`src/rtl/music_tone_gen.sv`:
```
// music_tone_gen: square-wave tone generator with serial period divider and glitch-free period swap
module music_tone_gen #(
  parameter int unsigned CLK_HZ = 100_000_000,
  parameter int unsigned MIN_HZ = 20,
  parameter int unsigned MAX_HZ = 19999
) (
  input  logic        clk,
  input  logic        rst,
  input  logic        en,
  input  logic [31:0] tone,
  input  logic [2:0]  volume,
  output logic        audio_out,
  output logic        note_on,
  output logic        busy
);
  typedef enum logic [1:0] {IDLE, DIV, DONE} state_t;
  localparam logic [31:0] DIVIDEND = 32'(CLK_HZ);
  localparam logic [31:0] SILENCE  = 32'd20000;
  state_t      state_q, state_d;
  logic [31:0] tone_q, tone_act_q, tone_act_d;
  logic [31:0] quo_q, quo_d, rem_q, rem_d;
  logic [4:0]  bit_q, bit_d;
  logic [31:0] pend_period_q, pend_period_d;
  logic        pend_valid_q, pend_valid_d;
  logic [31:0] period_q, period_d, high_len_q, high_len_d, cnt_q, cnt_d;
  logic        note_on_q, note_on_d;
  logic [32:0] sh;
  logic        audible, changed, ge, div_start, mark_silent, div_done;
  logic        mute, wrap, load;
  logic [31:0] hl_next;
  assign audible = tone_q >= MIN_HZ && tone_q <= MAX_HZ;
  assign changed = tone_q != tone_act_q;
  always_ff @(posedge clk) begin
    if (rst) begin
      state_q       <= IDLE;
      tone_q        <= SILENCE;
      tone_act_q    <= SILENCE;
      quo_q         <= '0;
      rem_q         <= '0;
      bit_q         <= '0;
      pend_period_q <= '0;
      pend_valid_q  <= 1'b0;
      period_q      <= '0;
      high_len_q    <= '0;
      cnt_q         <= '0;
      note_on_q     <= 1'b0;
    end else begin
      state_q       <= state_d;
      tone_q        <= tone;
      tone_act_q    <= tone_act_d;
      quo_q         <= quo_d;
      rem_q         <= rem_d;
      bit_q         <= bit_d;
      pend_period_q <= pend_period_d;
      pend_valid_q  <= pend_valid_d;
      period_q      <= period_d;
      high_len_q    <= high_len_d;
      cnt_q         <= cnt_d;
      note_on_q     <= note_on_d;
    end
  end
  // any tone change restarts (audible) or abandons (silent) the divide, whatever the state
  always_comb begin
    state_d = changed ? (audible ? DIV : IDLE)
            : state_q == DIV ? (bit_q == 5'd31 ? DONE : DIV)
            : IDLE;
  end
  always_comb begin
    div_start     = changed && audible;
    mark_silent   = state_q == IDLE && changed && !audible;
    div_done      = state_q == DONE && !changed;
    tone_act_d    = (div_start || mark_silent) ? tone_q : tone_act_q;
    sh            = {rem_q, quo_q[31]};
    ge            = sh >= {1'b0, tone_act_q};
    rem_d         = div_start ? '0 : state_q == DIV ? 32'(ge ? sh - {1'b0, tone_act_q} : sh) : rem_q;
    quo_d         = div_start ? DIVIDEND : state_q == DIV ? {quo_q[30:0], ge} : quo_q;
    bit_d         = div_start ? '0 : state_q == DIV ? bit_q + 5'd1 : bit_q;
    mute          = !en || volume == 3'd0 || period_q == '0;
    wrap          = note_on_q && cnt_q == period_q - 32'd1;
    load          = pend_valid_q && (mute || wrap);
    pend_period_d = div_done ? quo_q : mark_silent ? '0 : pend_period_q;
    pend_valid_d  = div_done || mark_silent || (pend_valid_q && !load);
    period_d      = load ? pend_period_q : period_q;
    hl_next       = volume == 3'd0 ? '0
                  : volume == 3'd1 ? period_d >> 4
                  : volume == 3'd2 ? period_d >> 3
                  : volume == 3'd3 ? period_d >> 2
                  : period_d >> 1;
    high_len_d    = (mute || wrap) ? hl_next : high_len_q;
    note_on_d     = en && volume != 3'd0 && period_d != '0;
    cnt_d         = (mute || !note_on_q || wrap) ? '0 : cnt_q + 32'd1;
  end
  assign audio_out = note_on_q && cnt_q < high_len_q;
  assign note_on   = note_on_q;
  assign busy      = state_q != IDLE;
endmodule

```
`config.mk`:
```
export PLATFORM = sky130hd
export DESIGN_NAME = music_tone_gen
export DESIGN_NICKNAME = d
export VERILOG_FILES = /design/src/rtl/music_tone_gen.sv
export SDC_FILE = /design/constraint.sdc
export NUM_CORES = 1
export LEC_CHECK = 0
export BUFFER_PORTS_ARGS = -buffer_cell sky130_fd_sc_hd__buf_2
export CAP_MARGIN = 20
export CORE_UTILIZATION = 40
export DETAILED_ROUTE_END_ITERATION = 16
export MAX_ROUTING_LAYER = met4
export PLACE_DENSITY_LB_ADDON = 0.05
export SETUP_SLACK_MARGIN = 0.15
export SYNTH_ARGS = -nofsm -noshare
export SYNTH_HDL_FRONTEND = slang
export SYNTH_SLANG_ARGS = --single-unit
```
`constraint.sdc`:
```
create_clock -name clk -period 3.9 [get_ports clk]
set_input_delay 0 -clock clk [delete_from_list [all_inputs] [get_ports clk]]
set_output_delay 0 -clock clk [all_outputs]
set_load 0.005 [all_outputs]
```
==> summary by stage, run 1 <==
Finish
For this run, the number of standard cells in the final layout without fillers is 2325. Cells with a size suffix above 1 make up 16.59% of the layout. The synthesis-to-layout area growth is 22.23%.

The filler cells instantiated in the layout total 3450. The final standard cell utilization of the core is 49.99%. The number of nets in the layout is 1945.

Floorplanning
The die is 193.2 microns tall. After floorplanning, the core was sized to cover 35740 sq um. The die boundary width is 193.2 microns. Pin placement for this block handled 41 I/O pins. The initial utilization of the core area, before any placement, comes to 40.90%.

The number of placement rows is 69. The die outline area is 37310 sq um.

Route
The detail route stage leaves a number of antenna-violating nets equal to 0. The routed length per placed instance is 19.32 microns. The average vias per placed instance is 5.468. After detailed routing, the total wire length is 44920 microns. The detailed-route via count is 12710. In this run, the number of DRC markers left after iteration 0 of detailed routing was 927. After detailed routing, the number of remaining DRC violations is 0.

The number of detailed-routing iterations run before antenna repair is 8.

Placed design
The wire-length estimate of the detail-placed layout is 33240 microns. In this run, placement finished with an instance count of 2211. The congestion estimate from routability-driven global placement came to 0.9079. Buffers placed on the I/O ports in this run total 40.

Clock network
Clock tree synthesis inserted a total of 34 buffers. The TritonCTS sink count is 264. In this run the clock root is driven by a sky130_fd_sc_hd__clkbuf_16.

The TritonCTS clock tree is built. The clock latency at the later pin of the worst-skew pair is 550 ps. The H-tree generated during clock tree synthesis spans 2 levels. After clock tree synthesis, the clock-pin slew on the worst setup and hold paths is 60 ps. In this run the deepest clock path goes through 3 buffers.

Setup path
The worst setup path is of the reg -> reg kind. The cell depth of the worst flop-to-flop path is 12. Setup slack on the worst reg-to-reg path comes out at 120 ps. Data on the critical path is required at its endpoint by 4320 ps.

The kind of end point of the critical path is a register. The worst-path maximum fanout is 7. The worst setup path is launched from a register. The startpoint identified for the worst register-to-register timing path is period_q[1]. The signal arrival time at the worst endpoint is 4200 ps. The endpoint identified for the worst register-to-register timing path is high_len_q[11].

Logic synthesis
After synthesis, the mean cell area works out to 8.644 sq um. The dominant cell by count in the synthesized netlist is sky130_fd_sc_hd__dfxtp_1. The Yosys step of the flow raised 0 warnings. The number of unique standard cell types used by synthesis is 85. The post-synthesis sequential area ratio is 36.16%.

In this run the biggest area consumer among cell types represents 36.16% of the synthesized area. The dominant register cell in the synthesized netlist is sky130_fd_sc_hd__dfxtp_1. The synthesized flop and latch total is 264.

After synthesis, the most frequently instantiated cells are 264 x sky130_fd_sc_hd__dfxtp_1, 187 x sky130_fd_sc_hd__nor2_1, 135 x sky130_fd_sc_hd__nand2_1. The largest total area in the synthesized netlist belongs to sky130_fd_sc_hd__dfxtp_1. Of all flip-flops after synthesis, the portion carrying an async set or reset was 0%. The number of cells produced by synthesis is 1691.

The synthesized netlist occupies a cell area of 14620 sq um. Sorting the synthesized cells by area gives the leading types as sky130_fd_sc_hd__dfxtp_1 36%, sky130_fd_sc_hd__mux2i_1 6.0%, sky130_fd_sc_hd__ha_1 5.6%. In this run, synthesis inferred 0 flip-flops with an integrated enable.

The number of nets in the synthesized netlist is 1796.

Timing
At the pin with the least slew margin, the transition time is 723.6 ps. The relative slew slack is 51.66%. The time the final worst path needs with I/O delays and setup is 3777 ps. In the finished design, the share of the clock period the worst path needs comes to 96.84%. Setup repair after global routing could not meet its margin everywhere.

The highest clock frequency the design can meet is 0.2648 GHz. The total of endpoints with negative setup slack in the final report is 0. The total count of hold-check failures in the final report is 0. The final max-slew violation count is 0. The clock skew is 18.87 ps.

Min path
In this run the most critical hold path is launched from volume[0]. The worst hold path cell count is 4. The classification of the worst-slack hold path is in -> reg.

The end of the worst hold path is high_len_q[2].

Power
For this design the static power due to leakage is 0.007235 uW. The worst-case IR drop observed on VDD is 0.0003622 V. Dividing total power by cell area gives a power density of 362.0 nW/um^2.

Flow run
Max-cap violations in this run came to 0.

Global routing
The global route total overflow is 0. Entering global routing, the biggest net connects 64 pins. The number of global-route vias before repair is 12160. The first global-routing pass estimated 70060 microns of wire.

The number of antenna violations at the first check in global routing is 1. Global routing used 25.06% of the available tracks.

Status
The flow ran to the end, and the final reports show no timing, DRC or antenna violations.
[through the flow]
| step | worst slack, ps | hold slack (ps) | TNS [ps] | instance area (sq um) | total power (uW) |
|---|---|---|---|---|---|
| after floorplan | 161.3 | 103.8 | 0 | 14630 | 3074 |
| after global placement | -70.00 | 185.0 | -443.6 | 15930 | 3198 |
| after detailed placement | -116.3 | 186.1 | -1196 | 15930 | 3199 |
| after CTS | 128.8 | 67.67 | 0 | 17620 | 6532 |
| after global routing | 2.456 | 137.8 | 0 | 17870 | 6686 |
| final | 123.1 | 112.4 | 0 | 17870 | 6468 |
[per-layer routing]
layer  up-vias  track usage [%]  wire length, microns
met5         -                -                     0
met4         0            5.198                   643
met3        45            4.362                  2187
met2       270            35.07                 18460
met1      6064            37.11                 23620
li1       6333                -                     -
[worst max-delay path by stage]
stage                 start             end  depth (start not counted)
2_1_floorplan  period_q[26]   high_len_q[2]                         13
3_3_place_gp    period_q[1]   high_len_q[2]                         12
3_5_place_dp    period_q[1]   high_len_q[3]                         12
4_1_cts         period_q[1]   high_len_q[2]                         13
5_1_grt         period_q[1]  high_len_q[20]                         12
6_report        period_q[1]  high_len_q[11]                         12
[worst max-delay path: stages, from the launching register on]
cell and delay (ps):
sky130_fd_sc_hd__dfxtp_2 320, sky130_fd_sc_hd__buf_6 110, sky130_fd_sc_hd__or4_4 550, sky130_fd_sc_hd__nor2_4 130, sky130_fd_sc_hd__nand4_1 120, sky130_fd_sc_hd__or4_1 440, sky130_fd_sc_hd__a211o_1 280, sky130_fd_sc_hd__a2111o_1 320
sky130_fd_sc_hd__o41a_4 440, sky130_fd_sc_hd__buf_12 180, sky130_fd_sc_hd__mux2i_4 290, sky130_fd_sc_hd__mux2i_1 150, sky130_fd_sc_hd__a221o_1 320
[cell usage in the layout (no fill, tap or decap), types with 8 or more instances in the layout]
cell	instances
sky130_fd_sc_hd__dfxtp_1	262
sky130_fd_sc_hd__nor2_1	184
sky130_fd_sc_hd__nand2_1	135
sky130_fd_sc_hd__buf_4	114
sky130_fd_sc_hd__a21oi_1	96
sky130_fd_sc_hd__xnor2_1	91
sky130_fd_sc_hd__inv_1	88
sky130_fd_sc_hd__mux2i_1	83
sky130_fd_sc_hd__ha_1	66
sky130_fd_sc_hd__o21ai_0	57
sky130_fd_sc_hd__nand3_1	45
sky130_fd_sc_hd__xor2_1	40
sky130_fd_sc_hd__buf_2	39
sky130_fd_sc_hd__nor2b_1	38
sky130_fd_sc_hd__a22oi_1	37
sky130_fd_sc_hd__dlygate4sd3_1	36
sky130_fd_sc_hd__clkbuf_16	35
sky130_fd_sc_hd__nand4_1	34
sky130_fd_sc_hd__a21o_1	31
sky130_fd_sc_hd__nor3_1	22
sky130_fd_sc_hd__nor4_1	21
sky130_fd_sc_hd__a31oi_1	20
sky130_fd_sc_hd__and3_1	18
sky130_fd_sc_hd__a221o_1	17
sky130_fd_sc_hd__mux2i_4	15
sky130_fd_sc_hd__o22ai_1	14
sky130_fd_sc_hd__o211ai_1	13
sky130_fd_sc_hd__and2_1	10
sky130_fd_sc_hd__mux2_2	10
sky130_fd_sc_hd__clkbuf_8	9
sky130_fd_sc_hd__nand2b_1	8
sky130_fd_sc_hd__or2_2	8
sky130_fd_sc_hd__or3_1	8
[sequential cells by signal (all words and copies together), names as in the netlist]
| signal | count |
|---|---|
| cnt_q | 32 |
| high_len_q | 31 |
| quo_q | 32 |
| state_q | 2 |
| note_on | 1 |
| rem_q | 32 |
| period_q | 32 |
| bit_q | 5 |
| tone_q | 32 |
| pend_valid_q | 1 |
| tone_act_q | 32 |
| pend_period_q | 32 |
[timing repair]
action,CTS,global route
pin swaps,2,13
hold endpoints to repair,58,0
hold buffers,36,0
setup buffers,5,12
resized for setup,18,28
gates cloned,1,0
setup endpoints to repair,34,44
[cell type report]
type / instances / area [sq um] / share of cell area [%]
Antenna cell: 1 / 2.502 / 0.01401
Clock buffer: 47 / 1011 / 5.658
Clock inverter: 12 / 162.7 / 0.9104
Inverter: 90 / 337.8 / 1.891
Multi-Input combinational cell: 1249 / 8861 / 49.59
Sequential cell: 264 / 5288 / 29.59
Tap cell: 461 / 576.8 / 3.228
Timing Repair Buffer: 201 / 1628 / 9.111
[where the power goes]
| group | leakage [uW] | total (uW) | switching, uW | internal, uW |
|---|---|---|---|---|
| Clock | 0.000582 | 3280 | 1260 | 2020 |
| Combinational | 0.00451 | 420 | 233 | 187 |
| Sequential | 0.00214 | 2770 | 37.3 | 2730 |
[cell families (layout without fill, tap and decap cells)]
group	Yosys count	count (layout)	share of synthesized area [%]
AND/OR/NAND/NOR	573	573	19.01
AO/OA/AOI/OAI	355	355	16.17
flip-flops	264	264	36.16
buffers and inverters	178	350	4.973
XOR/XNOR	131	131	7.849
multiplexers	123	123	10.06
adder cells (fa/ha/maj)	67	67	5.786
other	0	1	0
Power figures use the tool's default switching activity.
==> run 2: changes to the inputs <==
--- a/config.mk
+++ b/config.mk
@@ -12,4 +12,5 @@
 export MAX_ROUTING_LAYER = met4
 export PLACE_DENSITY_LB_ADDON = 0.05
+export REMOVE_ABC_BUFFERS = 1
 export SETUP_SLACK_MARGIN = 0.15
 export SYNTH_ARGS = -nofsm -noshare
==> constraint.sdc (replaced) <==
create_clock -name clk -period 3.9 [get_ports clk]
set_input_delay 0.78 -clock clk [delete_from_list [all_inputs] [get_ports clk]]
set_output_delay 0.78 -clock clk [all_outputs]
set_load 0.005 [all_outputs]
==> run 2 against run 1 <==
Utilization fell by 0.17 points. Final cell count fell by 0.60%. Critical endpoint is now high_len_q[18]. Non-clock buffer count fell by 13. Sequential cell count did not move.
==> summary by stage, run 2 (synthesis gave the netlist of run 1 again) <==
Clock network
The number of buffers created by CTS is 34. The register clock-pin slew on the reported worst setup and hold paths is 50 ps. TritonCTS built the clock tree. CTS placed an instance of sky130_fd_sc_hd__clkbuf_16 at the clock tree root. After clock tree synthesis, the flow added hold-fix buffers numbering 0. The level count of the clock H-tree is 2. The maximum number of buffers from clock root to sink is 3. The TritonCTS sink count is 264. For the worst-skew pair, the clock arrives at the later sink with an insertion delay of 530 ps.

Timing
The final max-slew violation count was 0. The total of endpoints with negative setup slack in the final report is 0. Clock skew on the completed layout was measured at 21.45 ps.

The relative slew slack is 47.80%. Across all hold checks on the routed design, the worst slack comes to 429.8 ps. Based on the critical path, the design can be clocked at up to 0.2646 GHz. The worst path needs 3780 ps of the cycle, external delays included.

The final cycle utilization of the critical path is 96.92%. The total count of hold-check failures in the final report is 0. Setup repair after global routing could not meet its margin everywhere. The final setup slack of the worst path is 120.1 ps. The actual slew at the worst max-slew pin is 781.3 ps.

Global routing
The pin count of the biggest net entering global routing is 60. Summed over all layers, the global routing overflow is 0. The number of antenna violations at the first check in global routing came to 0. The first global-routing pass estimated 66340 microns of wire. The number of global-route vias before repair is 12120. The combined global-route utilization of all metal layers is 23.53%.

Placed design
The worst setup slack before clock tree synthesis is -71.39 ps. The final weighted congestion in routability-driven placement is 0.9175. Summed over all nets, the half-perimeter wirelength after detailed placement is 31600 microns.

The post-place instance area is 16070 sq um. Port buffering added 40 buffers.

Route
The average vias per placed instance is 5.417. Detailed routing inserted a total of 12520 vias. The detailed router finished its first iteration with 580 violations.

The remaining routing DRC violations is 0. The number of antenna-violating nets in the routed design is 0. The final wirelength is 42990 microns. The routed length per placed instance is 18.60 microns. The first TritonRoute pass finished after 5 iterations.

Min path
The classification of the worst-slack hold path is in -> reg.

Setup path
The worst setup path is captured at a register. The worst setup path is of the reg -> reg kind. The required time of the critical path is 4300 ps. The signal on the critical path passes through or4_4, nor4_4, xnor2_1, or4_1, a211o_1, a2111o_1, o41a_4, buf_12, buf_16, mux2i_4, mux2i_1, a221o_1. The worst-path maximum fanout is 7.

On the worst path, the slowest cell contributes a delay of 570 ps. The signal arrival time at the worst endpoint is 4180 ps. The sort of element at the start of the critical path is a register. On the critical path, the stage with the largest delay is an instance of sky130_fd_sc_hd__or4_4.

Finish
The share of layout cells above drive strength 1 is 18.27%. 0 antenna diodes ended up in the layout. Compared with the post-synthesis result, the final layout area differs by 21.82%. The area of all placed cells without fillers is 17810 sq um.

In the layout the commonest cells are 259 x sky130_fd_sc_hd__dfxtp_1, 184 x sky130_fd_sc_hd__nor2_1, 133 x sky130_fd_sc_hd__nand2_1. The number of nets in the layout is 1932. Leaving out fill and tap cells, the most frequent cell in the layout is sky130_fd_sc_hd__dfxtp_1.

Power
The ratio of total power to cell area is 358.0 nW/um^2. For this design the static power due to leakage is 0.007212 uW. The worst ir drop on vdd is 0.0003075 V.

The power after layout is 6375 uW.

Status
The run finished with clean final reports.

Floorplanning
The number of I/O pins is 41. The initial core utilization is 40.90%. Measured along the y axis, the die boundary spans 193.2 microns. The die is 193.2 microns wide. After floorplanning, the core was sized to cover 35740 sq um.

After floorplanning, the core was divided into 69 placement rows. The die outline area is 37310 sq um.

Flow run
The tool flagged a number of max-cap violations equal to 0.
==> run 2: cell types whose count changed in the layout (fill, tap and decap cells not counted), sizes merged <==
cell         change
buf             +20
clkbuf           +7
clkinv           -1
dlygate4sd3     -36
inv              -3
diode            -1
==> run 2: final cells by class <==
cell class / instances / area (sq um)
Clock buffer: 51 / 1006
Clock inverter: 8 / 140.1
Fill cell: 3416 / 17930
Inverter: 90 / 337.8
Multi-Input combinational cell: 1249 / 8917
Sequential cell: 264 / 5291
Tap cell: 461 / 576.8
Timing Repair Buffer: 188 / 1538
==> run 2: worst paths after layout <==
| kind | startpoint | to | slack [ps] | depth (start not counted) |
|---|---|---|---|---|
| max reg2reg | period_q[23] | high_len_q[18] | 120 | 12 |
| min reg2reg | bit_q[4] | bit_q[4] | 460 | 2 |
| max | period_q[23] | high_len_q[18] | 120 | 12 |
| min | tone[10] | tone_q[10] | 430 | 2 |
==> run 2: metal layers <==
layer	vias up	GRT usage, %	part of all wire (%)
met2	246	39.63	49
met4	0	11.09	4.4
met5	-	-	0
met1	5871	27.80	43
li1	6301	-	-
met3	100	2.932	3.4
==> run 2: stage by stage <==
step / utilization (%) / TNS (ps) / cells
floorplan: - / -121520 / 1603
global placement: 44.96 / -14.63 / 2230
detailed placement: 44.96 / -383.2 / 2230
CTS: 48.57 / 0 / 2292
global route: 49.82 / -34.12 / 2311
finish: 49.82 / 0 / 2311
==> run 2: worst max-delay path: cells and delay by family, from the launching register on <==
| kind | cells | cell delay (ps) |
|---|---|---|
| DFF | 1 | 310 |
| AOI/OAI and AO/OA | 4 | 1320 |
| muxes | 2 | 360 |
| and+or+nand+nor | 3 | 1260 |
| xor gates and xnor gates | 1 | 100 |
| buffers and inverters | 2 | 310 |
==> run 2: repair_timing <==
action | 4_1_cts | 5_1_grt
gates resized for setup | 24 | 52
pin swaps | 7 | 13
endpoints found under the setup margin | 34 | 66
hold endpoints to repair | 0 | 0
buffers inserted | 2 | 15
cloned | 1 | 4
==> run 2: report_power, final <==
| part | switching (uW) | leakage (uW) | internal (uW) |
|---|---|---|---|
| registers | 34.5 | 0.00214 | 2730 |
| clock network | 1220 | 0.000556 | 1980 |
| logic | 226 | 0.00451 | 171 |
| total | 1490 | 0.00721 | 4890 |
